--- src/rtl/collision_detect_if.sv ---
// Pixel-stream inputs and per-frame collision results between the VGA pipeline and collision_detect.
// The slave modport is the detector's view; the master modport is the view of the stream source and result consumer.
interface collision_detect_if;
  logic [9:0] hcount;
  logic [9:0] vcount;
  logic       ball_pix;
  logic       lpad_pix;
  logic       rpad_pix;
  logic       collision;
  logic [2:0] hit_type;
  logic [9:0] hit_x;
  logic [9:0] hit_y;
  logic [7:0] hit_count;
  logic       frame_done;

  modport master (
    output hcount, vcount, ball_pix, lpad_pix, rpad_pix,
    input  collision, hit_type, hit_x, hit_y, hit_count, frame_done
  );

  modport slave (
    input  hcount, vcount, ball_pix, lpad_pix, rpad_pix,
    output collision, hit_type, hit_x, hit_y, hit_count, frame_done
  );
endinterface

--- src/rtl/collision_detect.sv ---
// Per-frame ball collision classifier; results publish 1 clk after the frame-end strobe and hold for a frame.
// Optional COLLISION_DEBOUNCE_EN masks collision when the same non-zero hit type repeats in consecutive frames.
module collision_detect #(
  parameter int H_ACTIVE = 640,
  parameter int V_ACTIVE = 480,
  parameter int WALL_T   = 8,
  parameter int GOAL_W   = 20
) (
  input  logic               clk,
  input  logic               reset,
  collision_detect_if.slave  bus
);

  localparam logic [9:0] H_LIM = 10'(H_ACTIVE);
  localparam logic [9:0] V_LIM = 10'(V_ACTIVE);
  localparam logic [9:0] TOP_LIM = 10'(WALL_T);
  localparam logic [9:0] BOT_LIM = 10'(V_ACTIVE - WALL_T);
  localparam logic [9:0] LG_LIM  = 10'(GOAL_W);
  localparam logic [9:0] RG_LIM  = 10'(H_ACTIVE - GOAL_W);

  typedef enum logic {ACCUM, PUBLISH} state_t;

  state_t     state, state_nx;
  logic       pub;

  logic [9:0] hd, vd;
  logic       eof, eof_q, fe;

  logic       active, top, bot, lgoal, rgoal;
  logic [5:0] hits;
  logic       ovl;

  logic [5:0] sticky;
  logic [7:0] cnt;
  logic [9:0] fx, fy;
  logic       seen;

  logic [2:0] type_nx;
  logic       coll_nx;

  // Pixel inputs arrive one clk late, so coordinates are delayed to match them.
  always_ff @(posedge clk or posedge reset) begin
    if (reset) begin
      hd    <= '0;
      vd    <= '0;
      eof_q <= 1'b0;
    end else begin
      hd    <= bus.hcount;
      vd    <= bus.vcount;
      eof_q <= eof;
    end
  end

  assign eof = (bus.vcount == V_LIM) && (bus.hcount == 10'd0);
  assign fe  = eof && !eof_q;

  assign active = (hd < H_LIM) && (vd < V_LIM);
  assign top    = vd < TOP_LIM;
  assign bot    = vd >= BOT_LIM;
  assign lgoal  = hd < LG_LIM;
  assign rgoal  = hd >= RG_LIM;

  // Bit order doubles as priority order: lgoal, rgoal, top, bot, lpad, rpad.
  assign hits = {6{bus.ball_pix & active}} &
                {lgoal, rgoal, top, bot, bus.lpad_pix, bus.rpad_pix};
  assign ovl  = |hits;

  always_ff @(posedge clk or posedge reset) begin
    if (reset) begin
      state <= ACCUM;
    end else begin
      state <= state_nx;
    end
  end

  always_comb begin
    state_nx = state;
    pub      = 1'b0;
    case (state)
      ACCUM: begin
        if (fe) begin
          state_nx = PUBLISH;
        end
      end
      PUBLISH: begin
        pub      = 1'b1;
        state_nx = ACCUM;
      end
      default: state_nx = ACCUM;
    endcase
  end

  always_ff @(posedge clk or posedge reset) begin
    if (reset) begin
      sticky <= '0;
      cnt    <= '0;
      fx     <= '0;
      fy     <= '0;
      seen   <= 1'b0;
    end else if (pub) begin
      sticky <= '0;
      cnt    <= '0;
      fx     <= '0;
      fy     <= '0;
      seen   <= 1'b0;
    end else if (ovl) begin
      sticky <= sticky | hits;
      if (cnt != 8'hFF) begin
        cnt <= cnt + 8'd1;
      end
      if (!seen) begin
        fx   <= hd;
        fy   <= vd;
        seen <= 1'b1;
      end
    end
  end

  always_comb begin
    type_nx = 3'd0;
    if (sticky[5]) begin
      type_nx = 3'd5;
    end else if (sticky[4]) begin
      type_nx = 3'd6;
    end else if (sticky[3]) begin
      type_nx = 3'd1;
    end else if (sticky[2]) begin
      type_nx = 3'd2;
    end else if (sticky[1]) begin
      type_nx = 3'd3;
    end else if (sticky[0]) begin
      type_nx = 3'd4;
    end
  end

`ifdef COLLISION_DEBOUNCE_EN
  logic [2:0] last_type;

  // A no-hit frame stores 0, which re-arms the next hit of any type.
  always_ff @(posedge clk or posedge reset) begin
    if (reset) begin
      last_type <= '0;
    end else if (pub) begin
      last_type <= type_nx;
    end
  end

  assign coll_nx = (type_nx != 3'd0) && (type_nx != last_type);
`else
  assign coll_nx = (type_nx != 3'd0);
`endif

  always_ff @(posedge clk or posedge reset) begin
    if (reset) begin
      bus.collision  <= 1'b0;
      bus.hit_type   <= '0;
      bus.hit_x      <= '0;
      bus.hit_y      <= '0;
      bus.hit_count  <= '0;
      bus.frame_done <= 1'b0;
    end else begin
      bus.frame_done <= pub;
      if (pub) begin
        bus.collision <= coll_nx;
        bus.hit_type  <= type_nx;
        bus.hit_x     <= seen ? fx  : 10'd0;
        bus.hit_y     <= seen ? fy  : 10'd0;
        bus.hit_count <= seen ? cnt : 8'd0;
      end
    end
  end

endmodule

--- src/flat_wrapper.sv ---
// flat-port wrapper written by rule: the top's interface ports become plain ports
module collision_detect_flat 
#(
  parameter int H_ACTIVE = 640,
  parameter int V_ACTIVE = 480,
  parameter int WALL_T   = 8,
  parameter int GOAL_W   = 20
)
  (clk, reset, bus_hcount, bus_vcount, bus_ball_pix, bus_lpad_pix, bus_rpad_pix, bus_collision, bus_hit_type, bus_hit_x, bus_hit_y, bus_hit_count, bus_frame_done);
  collision_detect_if bus_i ();
  input  logic clk;
  input  logic reset;
  input wire logic [$bits(bus_i.hcount)-1:0] bus_hcount;
  input wire logic [$bits(bus_i.vcount)-1:0] bus_vcount;
  input wire logic [$bits(bus_i.ball_pix)-1:0] bus_ball_pix;
  input wire logic [$bits(bus_i.lpad_pix)-1:0] bus_lpad_pix;
  input wire logic [$bits(bus_i.rpad_pix)-1:0] bus_rpad_pix;
  output wire logic [$bits(bus_i.collision)-1:0] bus_collision;
  output wire logic [$bits(bus_i.hit_type)-1:0] bus_hit_type;
  output wire logic [$bits(bus_i.hit_x)-1:0] bus_hit_x;
  output wire logic [$bits(bus_i.hit_y)-1:0] bus_hit_y;
  output wire logic [$bits(bus_i.hit_count)-1:0] bus_hit_count;
  output wire logic [$bits(bus_i.frame_done)-1:0] bus_frame_done;
  assign bus_i.hcount = bus_hcount;
  assign bus_i.vcount = bus_vcount;
  assign bus_i.ball_pix = bus_ball_pix;
  assign bus_i.lpad_pix = bus_lpad_pix;
  assign bus_i.rpad_pix = bus_rpad_pix;
  assign bus_collision = bus_i.collision;
  assign bus_hit_type = bus_i.hit_type;
  assign bus_hit_x = bus_i.hit_x;
  assign bus_hit_y = bus_i.hit_y;
  assign bus_hit_count = bus_i.hit_count;
  assign bus_frame_done = bus_i.frame_done;
  collision_detect #(.H_ACTIVE(H_ACTIVE), .V_ACTIVE(V_ACTIVE), .WALL_T(WALL_T), .GOAL_W(GOAL_W)) u_core (.clk(clk), .reset(reset), .bus(bus_i));
endmodule
--- config.mk ---
export PLATFORM = sky130hd
export DESIGN_NAME = collision_detect_flat
export DESIGN_NICKNAME = d
export VERILOG_FILES = /design/src/rtl/collision_detect_if.sv /design/src/rtl/collision_detect.sv /design/src/flat_wrapper.sv
export SDC_FILE = /design/constraint.sdc
export NUM_CORES = 1
export LEC_CHECK = 0
export ABC_AREA = 1
export CAP_MARGIN = 20
export CORE_AREA = 10 10 102 104
export CTS_BUF_LIST = sky130_fd_sc_hd__clkbuf_4 sky130_fd_sc_hd__clkbuf_8 sky130_fd_sc_hd__clkbuf_16
export CTS_CLUSTER_SIZE = 24
export DETAILED_ROUTE_END_ITERATION = 10
export DIE_AREA = 0 0 112 114
export PLACE_DENSITY = 0.67
export SLEW_MARGIN = 10
export SYNTH_ARGS = -nofsm -noshare
export SYNTH_HDL_FRONTEND = slang
export SYNTH_SLANG_ARGS = --single-unit
export TNS_END_PERCENT = 20
--- constraint.sdc ---
create_clock -name clk -period 4.4 [get_ports clk]
set_clock_uncertainty 0.15 [all_clocks]
set_input_delay 0.88 -clock clk [delete_from_list [all_inputs] [get_ports clk]]
set_output_delay 0.88 -clock clk [all_outputs]
set_load 0.02 [all_outputs]
---- Word-level counts from Yosys, hierarchy flattened ----
Index checks and enable logic that the tools add are counted.
operators by class
  $add $sub $neg .......................... 1
  equal/unequal tests ..................... 3
  muxes and demuxes ....................... 25
  magnitude comparators ................... 6
  bitwise logic cells ..................... 4
  reductions and logical operators ........ 11
operator list
  kind                                                                 count
  two-way mux 10 bit                                                   8
  two-way mux 8 bit                                                    4
  two-way mux 3 bit                                                    6
  two-way mux 6 bit                                                    2
  == test 10 x 9 -> 1 bit (second input constant)                      1
  greater-or-equal comparator 10 bit (second input constant)           1
  greater-or-equal comparator 10 x 9 -> 1 bit (second input constant)  1
  zero test 10 bit                                                     1
  < comparator 10 bit (second input constant)                          1
  < comparator 10 x 4 -> 1 bit (second input constant)                 1
  < comparator 10 x 5 -> 1 bit (second input constant)                 1
  < comparator 10 x 9 -> 1 bit (second input constant)                 1
  adder 8 x 1 -> 8 bit (second input constant)                         1
  != test 8 bit (second input constant)                                1
  AND 6 bit                                                            1
  bitwise OR 6 bit                                                     1
  OR reduction 6 bit                                                   1
  two-way mux 1 bit                                                    4
  AND reduction 2 bit                                                  2
  nonzero test 2 bit                                                   2
  logical AND 1 bit                                                    3
  nonzero test 3 bit                                                   1
  != test 2 x 1 -> 1 bit (second input constant)                       1
  one-hot mux 1 bit (2 select lines)                                   1
  3 further kinds                                                      3
storage, ports and cells
  output and inout port bits .............. 33
  bits of input ports ..................... 25
  register bits ........................... 90
  logic and storage cells ................. 65

---- Logic depth before layout (Yosys ltp) ----
Gate-level depths: netlist of the first run.
  depth in word-level cells ............... 7
  gate-level depth with buffers ........... 11

---- Worst setup path before layout of the first run ----
No wires, ideal clock.
  path type ............................... input -> register
  from .................................... input port bus_ball_pix
  to ...................................... register u_core.cnt[7]
  setup slack ............................. 2.374 ns
  stages .................................. 10
  library setup time ...................... 0.118 ns
  data arrival time ....................... 1.758 ns
  data required time ...................... 4.132 ns
  path through ............................ inv_1 -> nor2_1 -> nand2_1 -> nor2_4 -> o21ai_1 -> nand3_2 -> buf_6 -> nand2_2 -> nand3_1 -> nand2_1
between the ends
  word-level cells in the longest chain between the ends .. 5
RTL lines
  element                               line                     source
  from (decl)                           flat_wrapper.sv:15       input wire logic [$bits(bus_i.ball_pix)-1:0] bus_ball_pix;
  AND 1 bit                             collision_detect.sv:64   assign hits = {6{bus.ball_pix & active}} &
  AND 6 bit                             collision_detect.sv:64
  OR reduction 6 bit                    collision_detect.sv:66   assign ovl = |hits;
  nonzero test 2 bit (no source line)   -
  AND reduction 2 bit (no source line)  -
  to (signal assigned)                  collision_detect.sv:109  cnt <= cnt + 8'd1;
  to (decl)                             collision_detect.sv:34   logic [7:0] cnt;
No other way between the ends.
A chain may end at the register's enable or synchronous reset.

---- Final worst setup path of the first run ----
  from .................................... input port bus_ball_pix
  to ...................................... register u_core.fx[0]
between the ends
  word-level cells in the longest chain between the ends .. 5
RTL lines
  element                               line                     source
  AND 1 bit                             collision_detect.sv:64
  AND 6 bit                             collision_detect.sv:64
  OR reduction 6 bit                    collision_detect.sv:66
  nonzero test 2 bit (no source line)   -
  AND reduction 2 bit (no source line)  -
  to (signal assigned)                  collision_detect.sv:97   fx <= '0;
  to (signal assigned)                  collision_detect.sv:103  fx <= '0;
  to (signal assigned)                  collision_detect.sv:112  fx <= hd;
  to (decl)                             collision_detect.sv:35   logic [9:0] fx, fy;
No other way between the ends.

==> results.json, run 1 <==
{
  "fin_tns_setup_ps": 0,
  "hp-class": "reg -> reg",
  "synth_cell_type_count": 23,
  "final_util_pct": 53.2,
  "power_leakage_nw": 2.24,
  "seq_power_share_pct": 57.3,
  "outcome": "finished, final reports clean",
  "clk_path_buf_depth": 2,
  "tritoncts": "built",
  "maxSlewViolCount": 0,
  "intPower_w": 0.00127,
  "finalHoldViolations": 0,
  "clk_latency_ps": 350,
  "p_per_area_mw_per_mm2": 380,
  "drtAntennaViolNets": 0,
  "grt_pass1_wl_um": 13500,
  "grt_pass1_vias": 2755,
  "avgSynthCellArea_sq_um": 9.24,
  "layout_commonest_cell": "nand2_1",
  "core_area_sq_mm": 0.00847,
  "mappedNetlistNets": 423,
  "drc": 0,
  "ir_drop_mv": 0.178,
  "grt_max_degree": 91,
  "clk_pin_slew_ps": 90,
  "initial_core_util_pct": 43.3,
  "first_pass_iters": 4,
  "synth_compound_area_share_pct": 2.73,
  "rrSetupSlack_ps": 1810,
  "clock.fmax_mhz": 337,
  "wl_um": 7760,
  "synth_area_sq_mm": 0.00367,
  "ctsHoldBuffers": 0,
  "tightestPinTransition_ps": 851,
  "diodes": 0,
  "grt_util_all_layers_pct": 12.5,
  "fp-row-count": 34,
  "fill_cells": 784,
  "drt_iter0_markers": 181,
  "overflow": 0,
  "reg2reg_from": "u_core.vd[6]",
  "hpwl_um": 5360,
  "die_w_um": 112,
  "ios": 58,
  "h-tree-depth": 3,
  "post-cts-setup-buffers": 0,
  "regArea_sq_mm": 0.00225,
  "cts-root-buf": "clkbuf_8",
  "muxShareOfSynthArea_pct": 0,
  "setup_viol": 0,
  "p_clk_share_pct": 32.8,
  "period_needed_ps": 2970,
  "required_ps": 4490,
  "maxCapViolCount": 0,
  "p_comb_share_pct": 10.0,
  "synthTopCellsByArea": "dfrtp_1 61%, nand2_1 11%, nand3_1 7.6%",
  "dieArea_sq_mm": 0.0128,
  "fin_total_pwr_w": 0.00171,
  "wl_per_cell_um": 13.9,
  "worstReg2RegEnd": "u_core.fx[0]",
  "p_sw_share_pct": 25.6,
  "synth_area_leader_cell": "dfrtp_1",
  "synth_top_family_by_area": "simple AND/OR/NAND/NOR gates",
  "yosys.area_share.simple_pct": 28.4,
  "r2r_cells": 8,
  "min_path_cells": 1,
  "area_growth_pct": 22.7,
  "synth-seq-area-share_pct": 61.4,
  "numClockSinks": 90,
  "relSlewSlack_pct": 43.3,
  "switchingPower_w": 0.000438,
  "cp-start-kind": "input port",
  "drive_gt1_share_pct": 5.56,
  "cts_buffers": 9,
  "ys_ff_latch": 90,
  "startpoint": "bus_ball_pix",
  "cts_resized": 0,
  "synth.top_cell.area_share_pct": 61.4,
  "fin_nets": 471,
  "layout_worst_path_cycle_share_pct": 67.5,
  "min_to": "u_core.state",
  "cp.arrival_ps": 3060,
  "cp_max_fo": 30,
  "cp-end-kind": "flip-flop",
  "yosysWarnings": 0,
  "holdCritStartpoint": "u_core.eof_q",
  "synthCells": 397,
  "routabilityCongestion": 0.770,
  "antenna_found_initial": 0,
  "rsz0062_at_grt": "false",
  "fp.dieH_um": 114,
  "critPathKind": "in -> reg",
  "io_buffers": 57,
  "drt-vias-per-instance": 5.00,
  "multi_input_area_sq_mm": 0.00121,
  "mostFrequentLayoutCells": "112 x nand2_1, 90 x dfrtp_1, 57 x clkdlybuf4s50_1",
  "dr_total_vias": 2790,
  "yosys.area_share.adder_pct": 0.341,
  "synth_xor_area_share_pct": 1.43
}
routing by layer:
| metal | track usage, % | wire length, um | vias to the layer above |
|---|---|---|---|
| met3 | 2.94 | 483 | 9 |
| met4 | 5.50 | 110 | 0 |
| met2 | 18.1 | 3250 | 82 |
| li1 | - | - | 1405 |
| met5 | 0 | 0 | - |
| met1 | 17.5 | 3920 | 1294 |
final cells by class:
type,instances,area share (%)
Sequential cell,90,50.0
Multi-Input combinational cell,256,26.8
Inverter,28,2.36
Clock inverter,5,1.19
Timing Repair Buffer,60,13.4
Clock buffer,11,3.22
Tap cell,108,3.00
state kept, by name (all words and copies together), names as in the netlist:
| name | flops |
|---|---|
| u_core.bus.collision | 1 |
| u_core.bus.frame_done | 1 |
| u_core.bus.hit_count | 8 |
| u_core.bus.hit_type | 3 |
| u_core.bus.hit_x | 10 |
| u_core.bus.hit_y | 10 |
| u_core.cnt | 8 |
| u_core.eof_q | 1 |
| u_core.fx | 10 |
| u_core.fy | 10 |
| u_core.hd | 10 |
| u_core.seen | 1 |
| u_core.state | 1 |
| u_core.sticky | 6 |
| u_core.vd | 10 |
per-stage QoR:
| stage | worst slack (ps) | cell area [sq um] | cells | hold slack (ps) |
|---|---|---|---|---|
| 5_1_grt | 1160 | 4500 | 558 | 282 |
| 3_5_place_dp | 1070 | 4310 | 542 | 257 |
| 2_1_floorplan | 1030 | 3670 | 397 | 202 |
| 4_1_cts | 1450 | 4500 | 558 | 269 |
| 6_report | 1430 | 4500 | 558 | 263 |
| 3_3_place_gp | 1150 | 4310 | 542 | 244 |
logic make-up after synthesis:
group	count (synthesis)
AND/OR/NAND/NOR	229
flip-flops	90
buffers and inverters	51
AO/OA/AOI/OAI	20
XOR/XNOR	6
adder cells (fa/ha/maj)	1
power groups by stage:
| stage | Clock [W] | Combinational (W) | Sequential (W) |
|---|---|---|---|
| floorplan | 0 | 0.000126 | 0.000973 |
| global placement | 0 | 0.000164 | 0.000993 |
| detailed placement | 0 | 0.000172 | 0.000993 |
| CTS | 0.000573 | 0.000174 | 0.000977 |
| global route | 0.000611 | 0.000198 | 0.000987 |
| finish | 0.000560 | 0.000171 | 0.000979 |
Yosys cell counts:
| master | count |
|---|---|
| nor2_1 | 21 |
| a21oi_1 | 8 |
| nand3_1 | 56 |
| xor2_1 | 5 |
| ha_1 | 1 |
| nor2_4 | 1 |
| clkbuf_1 | 13 |
| xnor2_1 | 1 |
| inv_1 | 27 |
| nand4_1 | 29 |
| dfrtp_1 | 90 |
| nor3_1 | 1 |
| buf_6 | 2 |
| buf_2 | 4 |
| o21ai_1 | 4 |
| buf_1 | 4 |
| nand2_1 | 112 |
| nand2_2 | 1 |
| o21ai_0 | 8 |
| nor4_1 | 6 |
| inv_2 | 1 |
| nor3_2 | 1 |
| nand3_2 | 1 |
worst max-delay path: stages:
cell and delay, ps:
clkdlybuf4s50_1 450, inv_1 40, nor2_1 80, nand2_1 90, nor2_4 200, o21ai_1 110
nand3_2 410, nand2_1 520, nand3_1 210, nand2_1 60
worst max-delay path by stage:
stage	to	slack, ps	depth (start not counted)
after floorplan	u_core.bus.collision	1030	1
after global placement	u_core.fx[7]	1150	10
after detailed placement	u_core.fy[6]	1070	10
after CTS	u_core.fy[6]	1450	10
after global routing	u_core.fy[8]	1160	10
final	u_core.fx[0]	1430	10
Power figures use the tool's default switching activity.
==> run 2: changes to the inputs <==
==> constraint.sdc (replaced) <==
create_clock -name clk -period 2.79 [get_ports clk]
set_clock_uncertainty 0.15 [all_clocks]
set_input_delay 0.558 -clock clk [delete_from_list [all_inputs] [get_ports clk]]
set_output_delay 0.558 -clock clk [all_outputs]
set_load 0.02 [all_outputs]
==> results.json, run 2 (synthesis gave the netlist of run 1 again) <==
{
  "rsz0062_at_grt": "false",
  "drtAntennaViolNets": 0,
  "tritoncts": "built",
  "ios": 58,
  "cp-end-kind": "flip-flop",
  "tightestPinTransition_ps": 531,
  "post-cts-setup-buffers": 0,
  "drt_iter0_markers": 170,
  "core_area_sq_mm": 0.00847,
  "cp_max_fo": 20,
  "drt-vias-per-instance": 5.09,
  "wl_per_cell_um": 14.2,
  "drive_gt1_share_pct": 6.39,
  "layout_worst_path_cycle_share_pct": 78.3,
  "h-tree-depth": 3,
  "die_w_um": 112,
  "fin_total_pwr_w": 0.00259,
  "cts_resized": 0,
  "clk_path_buf_depth": 2,
  "ctsHoldBuffers": 0,
  "clk_pin_slew_ps": 80,
  "outcome": "finished, final reports clean",
  "area_growth_pct": 23.4,
  "power_leakage_nw": 2.25,
  "p_per_area_mw_per_mm2": 573,
  "period_needed_ps": 2180,
  "antenna_found_initial": 0,
  "required_ps": 2890,
  "drc": 0,
  "numClockSinks": 90,
  "clk_latency_ps": 350,
  "hpwl_um": 5710,
  "cts_buffers": 9,
  "overflow": 0,
  "maxSlewViolCount": 0,
  "ir_drop_mv": 0.229,
  "r2r_cells": 10,
  "reg2reg_from": "u_core.vd[9]",
  "layout_commonest_cell": "nand2_1",
  "hp-class": "reg -> reg",
  "cp.arrival_ps": 2280,
  "grt_util_all_layers_pct": 12.9,
  "grt_pass1_wl_um": 13600,
  "min_path_cells": 1,
  "initial_core_util_pct": 43.3,
  "wl_um": 7990,
  "clock.fmax_mhz": 458,
  "cts-root-buf": "clkbuf_8",
  "io_buffers": 57,
  "maxCapViolCount": 0,
  "worstReg2RegEnd": "u_core.cnt[7]",
  "min_to": "u_core.state",
  "setup_viol": 0,
  "finalHoldViolations": 0,
  "fp.dieH_um": 114,
  "mostFrequentLayoutCells": "112 x nand2_1, 90 x dfrtp_1, 57 x clkdlybuf4s50_1",
  "fp-row-count": 34,
  "fin_nets": 477,
  "critPathKind": "in -> reg",
  "routabilityCongestion": 0.823,
  "first_pass_iters": 4,
  "grt_pass1_vias": 2797,
  "diodes": 0,
  "dieArea_sq_mm": 0.0128,
  "relSlewSlack_pct": 64.5,
  "holdCritStartpoint": "u_core.eof_q",
  "cp-start-kind": "input port",
  "grt_max_degree": 48,
  "fin_tns_setup_ps": 0,
  "rrSetupSlack_ps": 750,
  "dr_total_vias": 2860
}
==> run 2: cell count changes in the layout (fill, tap and decap cells not counted) <==
cell	before	now
buf_4	2	7
clkinvlp_4	0	2
buf_12	1	2
clkinv_2	4	2
bufinv_16	1	0
clkinv_4	1	0
==> run 2: worst max-delay path by stage <==
stage,from,slack [ps],endpoint,cells after the start
6_report,bus_ball_pix,610,u_core.cnt[7],11
5_1_grt,bus_ball_pix,470,u_core.cnt[7],11
4_1_cts,bus_ball_pix,630,u_core.cnt[7],11
3_5_place_dp,bus_ball_pix,260,u_core.cnt[7],11
3_3_place_gp,bus_ball_pix,350,u_core.cnt[7],11
2_1_floorplan,reset,1030,u_core.bus.collision,1
==> run 2: layout make-up <==
class	count	area (sq um)
Fill cell	784	3940
Sequential cell	90	2250
Multi-Input combinational cell	256	1210
Timing Repair Buffer	66	663
Clock buffer	11	145
Tap cell	108	135
Inverter	28	109
Clock inverter	3	17.5
==> run 2: critical path, cell delays in order <==
cell and delay, ps:
clkdlybuf4s50_1 460, inv_1 40, nor2_1 70, nand2_1 90, nor2_4 210, o21ai_1 120
nand3_2 220, buf_12 190, nand2_2 130, nand3_1 120, nand2_1 60
==> run 2: through the flow <==
step	cells	hold slack, ps	utilization, %	instance area, sq um	setup slack (ps)
2_1_floorplan	397	202	-	3670	1030
3_3_place_gp	548	255	51.6	4370	352
3_5_place_dp	548	258	51.6	4370	263
4_1_cts	562	269	53.5	4530	626
5_1_grt	562	272	53.5	4530	471
6_report	562	266	53.5	4530	607
==> run 2: power breakdown <==
| group | internal, W | switching, W |
|---|---|---|
| clock network | 0.000345 | 0.000425 |
| registers | 0.00144 | 0.000108 |
| logic | 0.000133 | 0.000147 |
| total | 0.00191 | 0.000680 |
==> run 2: routing by layer <==
layer | vias up | part of all wire [%] | track usage [%]
met5 | - | 0 | 0
met3 | 14 | 6.7 | 3.88
li1 | 1410 | - | -
met2 | 79 | 43 | 18.5
met4 | 0 | 1.9 | 6.01
met1 | 1357 | 49 | 17.3
